$ cat src/rtl/lyr2_sched.sv
// lyr2_sched: time-multiplexes one external two-input MAC across the N_OUT
// neurons of a two-input dense layer, then streams the results out.
//
// Ports:
//   clk, rst                    clock, synchronous active-high reset
//   cfg_we/cfg_addr/cfg_data    weight/bias write port, address 3k+{0,1,2} =
//                               w1[k], w2[k], b[k]; honoured only while idle
//   start, d1, d2               launch one evaluation and latch the input vector
//   mac_d1/d2/w1/w2/b, mac_res  operands to and result from the external MAC
//   out_valid/out_ready         result stream handshake
//   out_data, out_idx           neuron result and its index
//   busy, done                  not-idle flag, end-of-evaluation pulse
module lyr2_sched #(
  parameter int N_OUT = 4,
  parameter int AW    = 6
) (
  input  logic          clk,
  input  logic          rst,
  input  logic          cfg_we,
  input  logic [AW-1:0] cfg_addr,
  input  logic [15:0]   cfg_data,
  input  logic          start,
  input  logic [15:0]   d1,
  input  logic [15:0]   d2,
  output logic [15:0]   mac_d1,
  output logic [15:0]   mac_d2,
  output logic [15:0]   mac_w1,
  output logic [15:0]   mac_w2,
  output logic [15:0]   mac_b,
  input  logic [15:0]   mac_res,
  output logic          out_valid,
  input  logic          out_ready,
  output logic [15:0]   out_data,
  output logic [3:0]    out_idx,
  output logic          busy,
  output logic          done
);

  localparam int         KW     = (N_OUT > 1) ? $clog2(N_OUT) : 1;
  localparam logic [3:0] K_LAST = 4'(N_OUT - 1);

  typedef enum logic [1:0] {
    S_IDLE,
    S_RUN,
    S_OUT,
    S_DONE
  } state_e;

  state_e          state_q, state_d;
  logic [3:0]      k_q, k_d;
  logic [KW-1:0]   kidx;
  logic [KW-1:0]   wsel;

  logic [15:0]     d1_q, d2_q;
  logic [15:0]     w1_q  [0:N_OUT-1];
  logic [15:0]     w2_q  [0:N_OUT-1];
  logic [15:0]     b_q   [0:N_OUT-1];
  logic [15:0]     res_q [0:N_OUT-1];

  logic            cfg_ok;

  assign kidx   = k_q[KW-1:0];
  // Outside RUN the MAC sees entry 0 so its operands stay quiet and defined.
  assign wsel   = (state_q == S_RUN) ? kidx : '0;
  assign cfg_ok = cfg_we && (state_q == S_IDLE);

  // Next-state and neuron counter
  always_comb begin
    state_d = state_q;
    k_d     = k_q;
    case (state_q)
      S_IDLE: begin
        if (start) begin
          state_d = S_RUN;
          k_d     = '0;
        end
      end
      S_RUN: begin
        if (k_q == K_LAST) begin
          state_d = S_OUT;
          k_d     = '0;
        end else begin
          k_d = k_q + 4'd1;
        end
      end
      S_OUT: begin
        if (out_ready) begin
          if (k_q == K_LAST) begin
            state_d = S_DONE;
            k_d     = '0;
          end else begin
            k_d = k_q + 4'd1;
          end
        end
      end
      S_DONE: begin
        state_d = S_IDLE;
      end
      default: begin
        state_d = S_IDLE;
        k_d     = '0;
      end
    endcase
  end

  always_ff @(posedge clk) begin
    if (rst) begin
      state_q <= S_IDLE;
      k_q     <= '0;
    end else begin
      state_q <= state_d;
      k_q     <= k_d;
    end
  end

  // Input vector, configuration table and result buffer. Reset clears all of
  // them so the MAC operands are zero out of reset.
  always_ff @(posedge clk) begin
    if (rst) begin
      d1_q <= '0;
      d2_q <= '0;
      for (int j = 0; j < N_OUT; j++) begin
        w1_q[j]  <= '0;
        w2_q[j]  <= '0;
        b_q[j]   <= '0;
        res_q[j] <= '0;
      end
    end else begin
      if ((state_q == S_IDLE) && start) begin
        d1_q <= d1;
        d2_q <= d2;
      end
      // Addresses beyond the last neuron match no slot and are dropped.
      if (cfg_ok) begin
        for (int j = 0; j < N_OUT; j++) begin
          if (cfg_addr == AW'(3 * j))     w1_q[j] <= cfg_data;
          if (cfg_addr == AW'(3 * j + 1)) w2_q[j] <= cfg_data;
          if (cfg_addr == AW'(3 * j + 2)) b_q[j]  <= cfg_data;
        end
      end
      if (state_q == S_RUN) begin
        res_q[kidx] <= mac_res;
      end
    end
  end

  assign mac_d1    = d1_q;
  assign mac_d2    = d2_q;
  assign mac_w1    = w1_q[wsel];
  assign mac_w2    = w2_q[wsel];
  assign mac_b     = b_q[wsel];

  // Stream outputs are zero unless a result is being offered.
  assign out_valid = (state_q == S_OUT);
  assign out_data  = out_valid ? res_q[kidx] : '0;
  assign out_idx   = out_valid ? k_q : '0;
  assign busy      = (state_q != S_IDLE);
  assign done      = (state_q == S_DONE);

endmodule

$ cat config.mk
export PLATFORM = sky130hd
export DESIGN_NAME = lyr2_sched
export DESIGN_NICKNAME = d
export VERILOG_FILES = /design/src/rtl/lyr2_sched.sv
export SDC_FILE = /design/constraint.sdc
export NUM_CORES = 1
export LEC_CHECK = 0
export BUFFER_PORTS_ARGS = -buffer_cell sky130_fd_sc_hd__buf_2
export CAP_MARGIN = 20
export CORE_ASPECT_RATIO = 0.8
export CORE_MARGIN = 1.5
export CORE_UTILIZATION = 35
export CTS_CLUSTER_DIAMETER = 50
export DETAILED_ROUTE_END_ITERATION = 16
export GPL_TIMING_DRIVEN = 0
export SLEW_MARGIN = 20
export SYNTH_ARGS = -nofsm -noshare
export SYNTH_HDL_FRONTEND = slang
export SYNTH_SLANG_ARGS = --single-unit
$ cat constraint.sdc
create_clock -name clk -period 3.6 [get_ports clk]
set_input_delay 0.18 -clock clk [delete_from_list [all_inputs] [get_ports clk]]
set_output_delay 0.18 -clock clk [all_outputs]
set_load 0.005 [all_outputs]
==> results of run 1 <==
==> layer usage <==
| layer | vias up | wire, um |
|---|---|---|
| li1 | 4490 | - |
| met1 | 4661 | 16750 |
| met2 | 431 | 18110 |
| met3 | 64 | 3426 |
| met4 | 0 | 978 |
| met5 | - | 0 |
==> cell usage after synthesis (all sizes together) (3+ instances only) <==
| master | instances | area, um^2 |
|---|---|---|
| nor3 | 3 | 26.28 |
| nand3 | 3 | 15.01 |
| ha | 7 | 87.58 |
| nand2b | 3 | 18.77 |
| nor3b | 6 | 78.82 |
| o21ai | 9 | 52.55 |
| a211oi | 49 | 367.9 |
| a31oi | 48 | 300.3 |
| buf | 36 | 244.0 |
| dfxtp | 40 | 800.8 |
| and2 | 135 | 844.6 |
| clkbuf | 44 | 167.7 |
| nor2 | 199 | 754.5 |
| mux4 | 16 | 360.4 |
| inv | 5 | 18.77 |
| o31ai | 4 | 30.03 |
| edfxtp | 256 | 7687 |
| nand2 | 214 | 878.3 |
| mux2i | 5 | 50.05 |
| a21oi | 34 | 170.2 |
==> report_power, final <==
group	internal (mW)	switching [mW]	leakage, nW
Combinational	0.733	1.20	2.60
Sequential	3.99	0.0884	2.97
Clock	1.96	1.36	0.524
Total	6.69	2.65	6.10
==> worst max path at each step <==
stage                                        from                        to  slack (ns)  cells after the start
after floorplan           state_q[0]$_SDFFE_PP0P_  w1_q[0][0]$_SDFFCE_PN0P_        0.66                      6
after global placement    state_q[0]$_SDFFE_PP0P_  w1_q[1][9]$_SDFFCE_PN0P_       -1.19                      6
after detailed placement  state_q[0]$_SDFFE_PP0P_  w2_q[2][6]$_SDFFCE_PN0P_        0.37                      8
after CTS                 state_q[0]$_SDFFE_PP0P_  w2_q[2][6]$_SDFFCE_PN0P_        0.33                      8
after global routing      state_q[0]$_SDFFE_PP0P_  w2_q[2][6]$_SDFFCE_PN0P_        0.17                      8
final                     state_q[0]$_SDFFE_PP0P_  w2_q[2][6]$_SDFFCE_PN0P_        0.25                      8
==> kinds of logic (layout without fill, tap and decap cells) <==
group | after synthesis | in the layout | synth area share, %
compound gates | 147 | 147 | 7.266
fa+ha+maj | 7 | 7 | 0.6710
buf+inv | 86 | 379 | 3.326
flops | 296 | 296 | 65.03
mux | 21 | 21 | 3.144
simple gates | 571 | 571 | 20.56
==> area by class of cell <==
| type | instances | area (um^2) | share of cell area [%] |
|---|---|---|---|
| multi-input combinational | 746 | 4212 | 25.84 |
| sequential | 296 | 8488 | 52.08 |
| clock buffer | 46 | 929.6 | 5.704 |
| buffer | 80 | 411.6 | 2.526 |
| tap | 487 | 609.3 | 3.738 |
| timing repair buffer | 234 | 1504 | 9.227 |
| inverter | 6 | 22.52 | 0.1382 |
| clock inverter | 13 | 122.6 | 0.7523 |
==> sequential cells by signal, indices dropped and copies added, names as in the netlist, named ones only <==
signal / flops
b_q: 64
k_q: 4
mac_d1: 16
mac_d2: 16
res_q: 64
state_q: 2
w1_q: 64
w2_q: 64
==> metrics by stage <==
step / power, mW / TNS (ns) / area [um^2] / util, % / cells
3_3_place_gp: 5.985 / -133.41 / 14540 / 39.41 / 1790
2_1_floorplan: 5.258 / 0 / 13050 / - / 1128
4_1_cts: 9.388 / 0 / 16290 / 44.15 / 1907
6_report: 9.337 / 0 / 16300 / 44.18 / 1908
3_5_place_dp: 6.042 / 0 / 14770 / 40.03 / 1801
5_1_grt: 9.720 / 0 / 16300 / 44.18 / 1908
==> results by group, run 1 <==
Run
  • Max-Cap Viols: 0

Hold path
  • Hold path startpoint: mac_res[15]
  • HP Class: in -> reg
  • Hold EP: res_q[1][15]$_SDFFCE_PN0P_
  • Worst Hold Depth: 2

STA
  • Final setup violation count: 0
  • Fin crit period: 3.350 ns
  • Hold_ws: between 0.02 and 0.025 ns
  • RSZ-0062 raised after global routing: false
  • Max_slew headroom: between 30% and 40%
  • Max Clock Skew: around 0.018 ns
  • Worst slew pin tran: around 0.95 ns
  • Fmax: around 300 MHz
  • Fin crit share: around 93%
  • Final Hold Viols: 0
  • Final WS setup: around 0.25 ns
  • Slew Viols, Final: 0

Route
  • Initial DRC Count: 969
  • DRC Markers: 0
  • Final WL: between 30 and 40 mm
  • Vias: about 9600
  • DRT antenna net count: 0
  • First drt pass iteration count: 5
  • WL per Instance: 20.58 um
  • Vias per cell: 5.056

GRT
  • Gr busiest metal: met2
  • Vias in the first global route: ~9500
  • Met2 Usage GRT: 33.15%
  • Met1 Track Usage GR: between 20% and 30%
  • Initial antenna violation count: 0
  • Largest net degree at the start of global routing: 17
  • Overall Global Routing Usage: about a fifth
  • First-pass GRT wire length: between 50 and 60 mm
  • Congestion Overflow GR: 0
  • GR Util met3: between 4 and 5%

Synth
  • Syn_area_per_cell: between 10 and 15 um^2
  • Yosys cell types: 41
  • Post-synthesis sequential area ratio: approximately two thirds
  • Syn_nets: about 1200
  • Post-Syn Instances: 1128
  • Async SR Flop Fraction: 0%
  • YS warnings: 0
  • Post-Synthesis Cell Area: around 13000 um^2
  • Ys flop type: edfxtp_1
  • Post-synth EDFFs: between 200 and 300
  • Synth Register Bits: between 200 and 300

CTS
  • Clk root buf: clkbuf_16
  • CTS buffer count: 34
  • Clock Tree Buf Depth: 3
  • CTS tree: built
  • Post-CTS Setup Bufs: 0
  • Clk slew on worst S/H paths: 0.06 ns
  • Clock sinks: between 200 and 300
  • Post-CTS sizing: 0
  • Cts hold-fix bufs: 47
  • Number of H-tree levels: 2
  • Later-pin clock latency in the skew report: 0.51 ns

Floorplanning
  • Die width: 218.9 um
  • Die ar.: 38470 um^2
  • Starting density of the core: 35.38%
  • Die Ht: approximately 180 um
  • Row count: 63
  • I/O pin cnt: roughly 180
  • Core Box Area: 36890 um^2

Critical path
  • CP max FO: 10
  • Slowest-stage cell, CP: nor3_1
  • Crit-path leading delay family: simple AND/OR/NAND/NOR gates
  • WP data arrival: 3.55 ns
  • R2R depth: 8
  • CP Buf/Inv Count: 3
  • Worst r2r src: state_q[0]$_SDFFE_PP0P_
  • R2r endpoint: w2_q[2][6]$_SDFFCE_PN0P_
  • Reg-to-reg slack, setup: between 0.2 and 0.3 ns
  • Setup CP Type: reg -> reg
  • CP Capture Type: register
  • Crit path required time: 3.80 ns
  • Slowest stage delay, CP: between 0.5 and 0.6 ns
  • Startpoint types: register
  • Cell chain of the critical path: inv_1 > ha_1 > nand2_1 > nor3_1 > nand3_1 > clkbuf_1 > o21ai_2 > buf_6

Placed design
  • Placement Setup Slack: 0.3708 ns
  • Routability Congestion: 0.8693
  • IO buf count: between 150 and 200
  • Dpl hpwl: roughly 28 mm

Cells and area
  • Fillers: around 3500
  • Layout area overhead: 24.88%
  • Share of post-route cells with drive strength above 1: between 20% and 30%
  • Commonest non-fill, non-tap cell in the layout: edfxtp_1
  • Most frequent cells in the layout: 256 x edfxtp_1, 204 x nand2_1, 198 x nor2_1, 192 x buf_2, 135 x and2_1
  • Diode count: 0
  • Final net count: 1480

Power
  • Lkg Pwr: 6.099 nW
  • Worst vdd ir: around 330 uV
  • Power Density: ~570 nW/um^2

Status
  • Status: finished, final reports clean
Note: power is estimated with default switching activity, not from simulation.
==> run 2, diff against run 1 <==
CORE_UTILIZATION = 50   (was 35)
PLACE_DENSITY = 0.71   (was not set)
==> results by group, run 2 (synthesized netlist as in run 1, its figures left out) <==
Status
  • Status: finished, violations left
  • Failing checks: negative hold slack

STA
  • Fin crit period: about 3.3 ns
  • Final Hold Viols: 1
  • Max_slew headroom: 32.24%
  • Final setup violation count: 0
  • Max Clock Skew: around 0.034 ns
  • RSZ-0062 raised after global routing: false
  • Worst slew pin tran: about 1.0 ns
  • Fin crit share: around nine tenths
  • Slew Viols, Final: 0
  • Final WS setup: approximately 0.35 ns
  • Hold_ws: -0.001738 ns
  • Fmax: 307.4 MHz

Hold path
  • HP Class: in -> reg
  • Hold path startpoint: cfg_data[6]

Cells and area
  • Layout area overhead: 24.11%
  • Share of post-route cells with drive strength above 1: between 20 and 25%
  • Most frequent cells in the layout: 256 x edfxtp_1, 204 x nand2_1, 198 x nor2_1, 192 x buf_2, 135 x and2_1
  • Commonest non-fill, non-tap cell in the layout: edfxtp_1
  • Diode count: 0
  • Final net count: ~1500
  • Fin util: 63.68%

Floorplanning
  • Die Ht: about 150 um
  • Die ar.: 27090 um^2
  • Die width: 183.6 um
  • I/O pin cnt: between 150 and 200
  • Starting density of the core: 51.31%
  • Core Box Area: about 25000 um^2
  • Row count: between 50 and 60

Route
  • Wl on met1: roughly 15 mm
  • Vias per cell: 5.593
  • Met3 WL: approximately 4.2 mm
  • Met2 wire length: 16.65 mm
  • First drt pass iteration count: 6
  • Top Layer Used: met4
  • WL per Instance: a little over 20 um
  • Final WL: approximately 37 mm
  • DRC Markers: 0
  • DRT antenna net count: 0
  • Vias: approximately 10000
  • Initial DRC Count: just over 900

Critical path
  • WP data arrival: approximately 3.1 ns
  • Cell chain of the critical path: inv_1 > ha_1 > nand2_1 > clkbuf_1 > a211oi_1 > a31oi_1 > buf_2
  • Crit-path leading delay family: buffers and inverters
  • Setup CP Type: reg -> out
  • Slowest stage delay, CP: approximately 0.57 ns
  • Slowest-stage cell, CP: clkbuf_1
  • CP Capture Type: output pin
  • Critical Path Source: state_q[1]$_SDFFE_PP0P_
  • CP Buf/Inv Count: 3
  • Worst r2r src: state_q[0]$_SDFFE_PP0P_
  • Crit path required time: 3.42 ns
  • Startpoint types: register
  • CP max FO: 10

Power
  • Power Density: approximately 570 nW/um^2
  • Worst vdd ir: around 420 uV
  • Lkg Pwr: 6.118 nW

Placed design
  • IO buf count: 175
  • Routability Congestion: 0.8709
  • Placement Setup Slack: 0.6203 ns
  • Dpl hpwl: approximately 26 mm

CTS
  • Post-CTS sizing: 0
  • Clock Tree Buf Depth: 3
  • Number of H-tree levels: 1
  • Clk root buf: clkbuf_16
  • Clock sinks: just under 300
  • CTS buffer count: 31
  • CTS tree: built
  • Later-pin clock latency in the skew report: between 0.5 and 0.6 ns
  • Clk slew on worst S/H paths: 0.07 ns

GRT
  • Overall Global Routing Usage: between 20% and 30%
  • Initial antenna violation count: 0
  • Vias in the first global route: around 9600
  • First-pass GRT wire length: 55.06 mm
  • Congestion Overflow GR: 0
  • Largest net degree at the start of global routing: 17

Run
  • Max-Cap Viols: 0
## run 2: timing repair
item,4_1_cts,5_1_grt
buffers inserted,0,0
hold endpoints to repair,112,0
hold buffers,56,0
## run 2: worst reg2reg max path, cell delays in order, from the launching register on
cell,delay [ns]
dfxtp_1,0.34
inv_1,0.13
ha_1,0.43
nand4bb_1,0.20
or3_1,0.34
buf_4,0.20
buf_6,0.17
o21ai_2,0.80
## run 2: area by class of cell
cell class / count / area, um^2
Buffer: 80 / 411.6
Clock buffer: 35 / 800.8
Clock inverter: 23 / 242.7
Fill cell: 1920 / 9240
Inverter: 6 / 22.52
Multi-Input combinational cell: 746 / 4212
Sequential cell: 296 / 8488
Tap cell: 351 / 439.2
Timing Repair Buffer: 242 / 1583
## run 2: metal layers
metal  global-route usage [%]  vias to the layer above
met1                    36.80                     4781
met5                        0                        -
li1                         -                     4502
met2                    42.61                      588
met4                    7.459                        0
met3                    7.662                       79
## run 2: final timing paths
path,slack (ns),endpoint,depth (start not counted)
setup / recovery,0.35,mac_b[4],7
hold / removal,-0.002,w2_q[1][6]$_SDFFCE_PN0P_,3
setup reg to reg,0.60,b_q[2][8]$_SDFFCE_PN0P_,7
hold reg to reg,0.45,mac_d1[2]$_SDFFE_PP0P_,2
## run 2: metrics by stage
| step | total power [mW] | TNS, ns | cells | hold slack [ns] | instance area (um^2) |
|---|---|---|---|---|---|
| after floorplan | 5.258 | 0 | 1128 | 0.3160 | 13050 |
| after global placement | 5.943 | -75.68 | 1654 | 0.4250 | 14370 |
| after detailed placement | 6.008 | 0 | 1665 | 0.4311 | 14600 |
| after CTS | 9.285 | 0 | 1779 | 0.0005726 | 16200 |
| after global routing | 9.621 | 0 | 1779 | 0.01894 | 16200 |
| final | 9.289 | 0 | 1779 | -0.001738 | 16200 |
## run 2: where the power goes
group	leakage (nW)	total (mW)	switching (mW)	internal, mW
Sequential	2.97	4.09	0.0953	3.99
Combinational	2.63	1.93	1.19	0.738
Clock	0.511	3.28	1.38	1.90
Total	6.12	9.29	2.66	6.63
==> run 3, diff against run 2 <==
--- a/config.mk
+++ b/config.mk
@@ -11,3 +11,3 @@
 export CORE_MARGIN = 1.5
-export CORE_UTILIZATION = 50
+export CORE_UTILIZATION = 58
 export CTS_CLUSTER_DIAMETER = 50
@@ -15,3 +15,3 @@
 export GPL_TIMING_DRIVEN = 0
-export PLACE_DENSITY = 0.71
+export PLACE_DENSITY = 0.8
 export SLEW_MARGIN = 20
--- a/constraint.sdc
+++ b/constraint.sdc
@@ -3,2 +3,2 @@
 set_output_delay 0.18 -clock clk [all_outputs]
-set_load 0.005 [all_outputs]
+set_load 0.1 [all_outputs]
==> results by group, run 3 (synthesized netlist as in run 1, its figures left out) <==
GRT
  • Met1 Track Usage GR: between 40 and 50%
  • First-pass GRT wire length: roughly 54 mm
  • Met2 Usage GRT: between 40% and 50%
  • GR Util met3: between 10 and 15%
  • Vias in the first global route: between 9000 and 10000
  • Initial antenna violation count: 2
  • Overall Global Routing Usage: ~31%
  • Congestion Overflow GR: 0
  • Gr busiest metal: met2
  • Largest net degree at the start of global routing: 17

Run
  • Max-Cap Viols: 0

Placed design
  • IO buf count: around 180
  • Dpl hpwl: 25.12 mm
  • Placed cell count: around 1600
  • Routability Congestion: 0.9210
  • DP Area: 14530 um^2

Floorplanning
  • Die Ht: 137.2 um
  • Core Box Area: between 20000 and 25000 um^2
  • Starting density of the core: between 50% and 60%
  • Row count: 48
  • Die ar.: 23420 um^2
  • Die width: ~170 um
  • I/O pin cnt: roughly 180

Critical path
  • CP max FO: 10
  • Reg-to-reg slack, setup: 0.40 ns
  • CP Capture Type: output pin
  • Startpoint types: register
  • Crit path required time: 3.42 ns
  • WP data arrival: 3.25 ns
  • Setup CP Type: reg -> out

CTS
  • Cts hold-fix bufs: 48
  • Clk root buf: clkbuf_16
  • Post-CTS Setup Bufs: 0
  • Clock Tree Buf Depth: 3
  • Clock sinks: about 300
  • Clk slew on worst S/H paths: 0.06 ns
  • Post-CTS sizing: 0
  • CTS buffer count: 29
  • Later-pin clock latency in the skew report: about 0.57 ns
  • Number of H-tree levels: 1
  • CTS tree: built

Hold path
  • HP Class: in -> reg

Cells and area
  • Commonest non-fill, non-tap cell in the layout: edfxtp_1
  • Non-Filler Instances: roughly 1700
  • Post-route cell area: around 16000 um^2
  • Layout area overhead: 21.88%
  • Most frequent cells in the layout: 256 x edfxtp_1, 204 x nand2_1, 198 x nor2_1, 192 x buf_2, 135 x and2_1
  • Share of post-route cells with drive strength above 1: a little over a fifth
  • Area of the multi-input gates: about 4200 um^2
  • Final net count: 1475
  • Register Area: between 8000 and 9000 um^2
  • Fillers: about 1400

Power
  • Lkg Pwr: 6.013 nW
  • Combinational group share of total power: 32.2%
  • Switching power: 3.947 mW
  • Clk network pwr share: around 28%
  • Internal power: between 6 and 7 mW
  • Worst vdd ir: 583.6 uV
  • Sw frac: around two fifths
  • Design Power: between 10 and 15 mW
  • Sequential Power Share: just under 40%
  • Power Density: 648.8 nW/um^2

Route
  • DRT antenna net count: 0
  • WL per Instance: 21.58 um
  • Vias: a little over 10000
  • Final WL: 37.03 mm
  • First drt pass iteration count: 6
  • Vias per cell: roughly 6
  • DRC Markers: 0
  • Initial DRC Count: 1482

STA
  • Hold_ws: 0.02010 ns
  • Max_slew headroom: slightly below 30%
  • RSZ-0062 raised after global routing: false
  • Fin crit period: 3.430 ns
  • Fmax: 291.5 MHz
  • Final Hold Viols: 0
  • Slew Viols, Final: 0
  • Final setup violation count: 0
  • Max Clock Skew: 0.03174 ns
  • Fin crit share: between 90% and 100%
  • Worst slew pin tran: about 1.1 ns

Status
  • Status: finished, final reports clean
==> run 3: final cells by class <==
class	count	share of cell area, %
multi-input combinational	746	26.47
clock inverter	10	0.4797
clock buffer	43	5.167
timing repair buffer	234	9.422
sequential	296	53.35
tap	300	2.359
inverter	6	0.1416
antenna	1	0.01573
buffer	80	2.587
==> run 3: worst max-delay path, cell delays in order (launching register included) <==
cell      delay (ns)
dfxtp_1         0.40
inv_1           0.10
ha_1            0.32
nand2_1         0.35
clkbuf_1        0.55
a211oi_1        0.11
a31oi_1         0.36
buf_2           0.51
==> run 3: power by group through the flow <==
| stage | Combinational [mW] | Sequential, mW | Clock [mW] |
|---|---|---|---|
| finish | 3.32 | 4.09 | 2.91 |
| global route | 3.46 | 4.10 | 3.03 |
| CTS | 3.29 | 4.08 | 2.90 |
| detailed placement | 3.23 | 4.15 | 0 |
| global placement | 3.17 | 4.15 | 0 |
| floorplan | 2.06 | 4.61 | 0 |
==> run 3: final timing paths <==
check,start,to,cells past startpoint
worst max-delay path,state_q[1]$_SDFFE_PP0P_,mac_b[1],7
worst min-delay path,cfg_data[14],w2_q[1][14]$_SDFFCE_PN0P_,3
worst max register to register,state_q[0]$_SDFFE_PP0P_,b_q[3][6]$_SDFFCE_PN0P_,8
worst min register to register,mac_d2[2]$_SDFFE_PP0P_,mac_d2[2]$_SDFFE_PP0P_,2
==> run 3: through the flow <==
stage	utilization, %	setup TNS, ns	worst slack (ns)
floorplan	-	0	0.5474
global placement	65.61	-80.71	-0.6139
detailed placement	66.64	0	0.5320
CTS	72.96	0	0.2786
global route	72.97	0	0.1582
finish	72.97	0	0.1695
==> run 3: routing by layer <==
metal / part of all wire (%) / wire length (um)
met1: 37 / 13650
met2: 45 / 16570
met3: 15 / 5458
met4: 3.6 / 1345
met5: 0 / 0
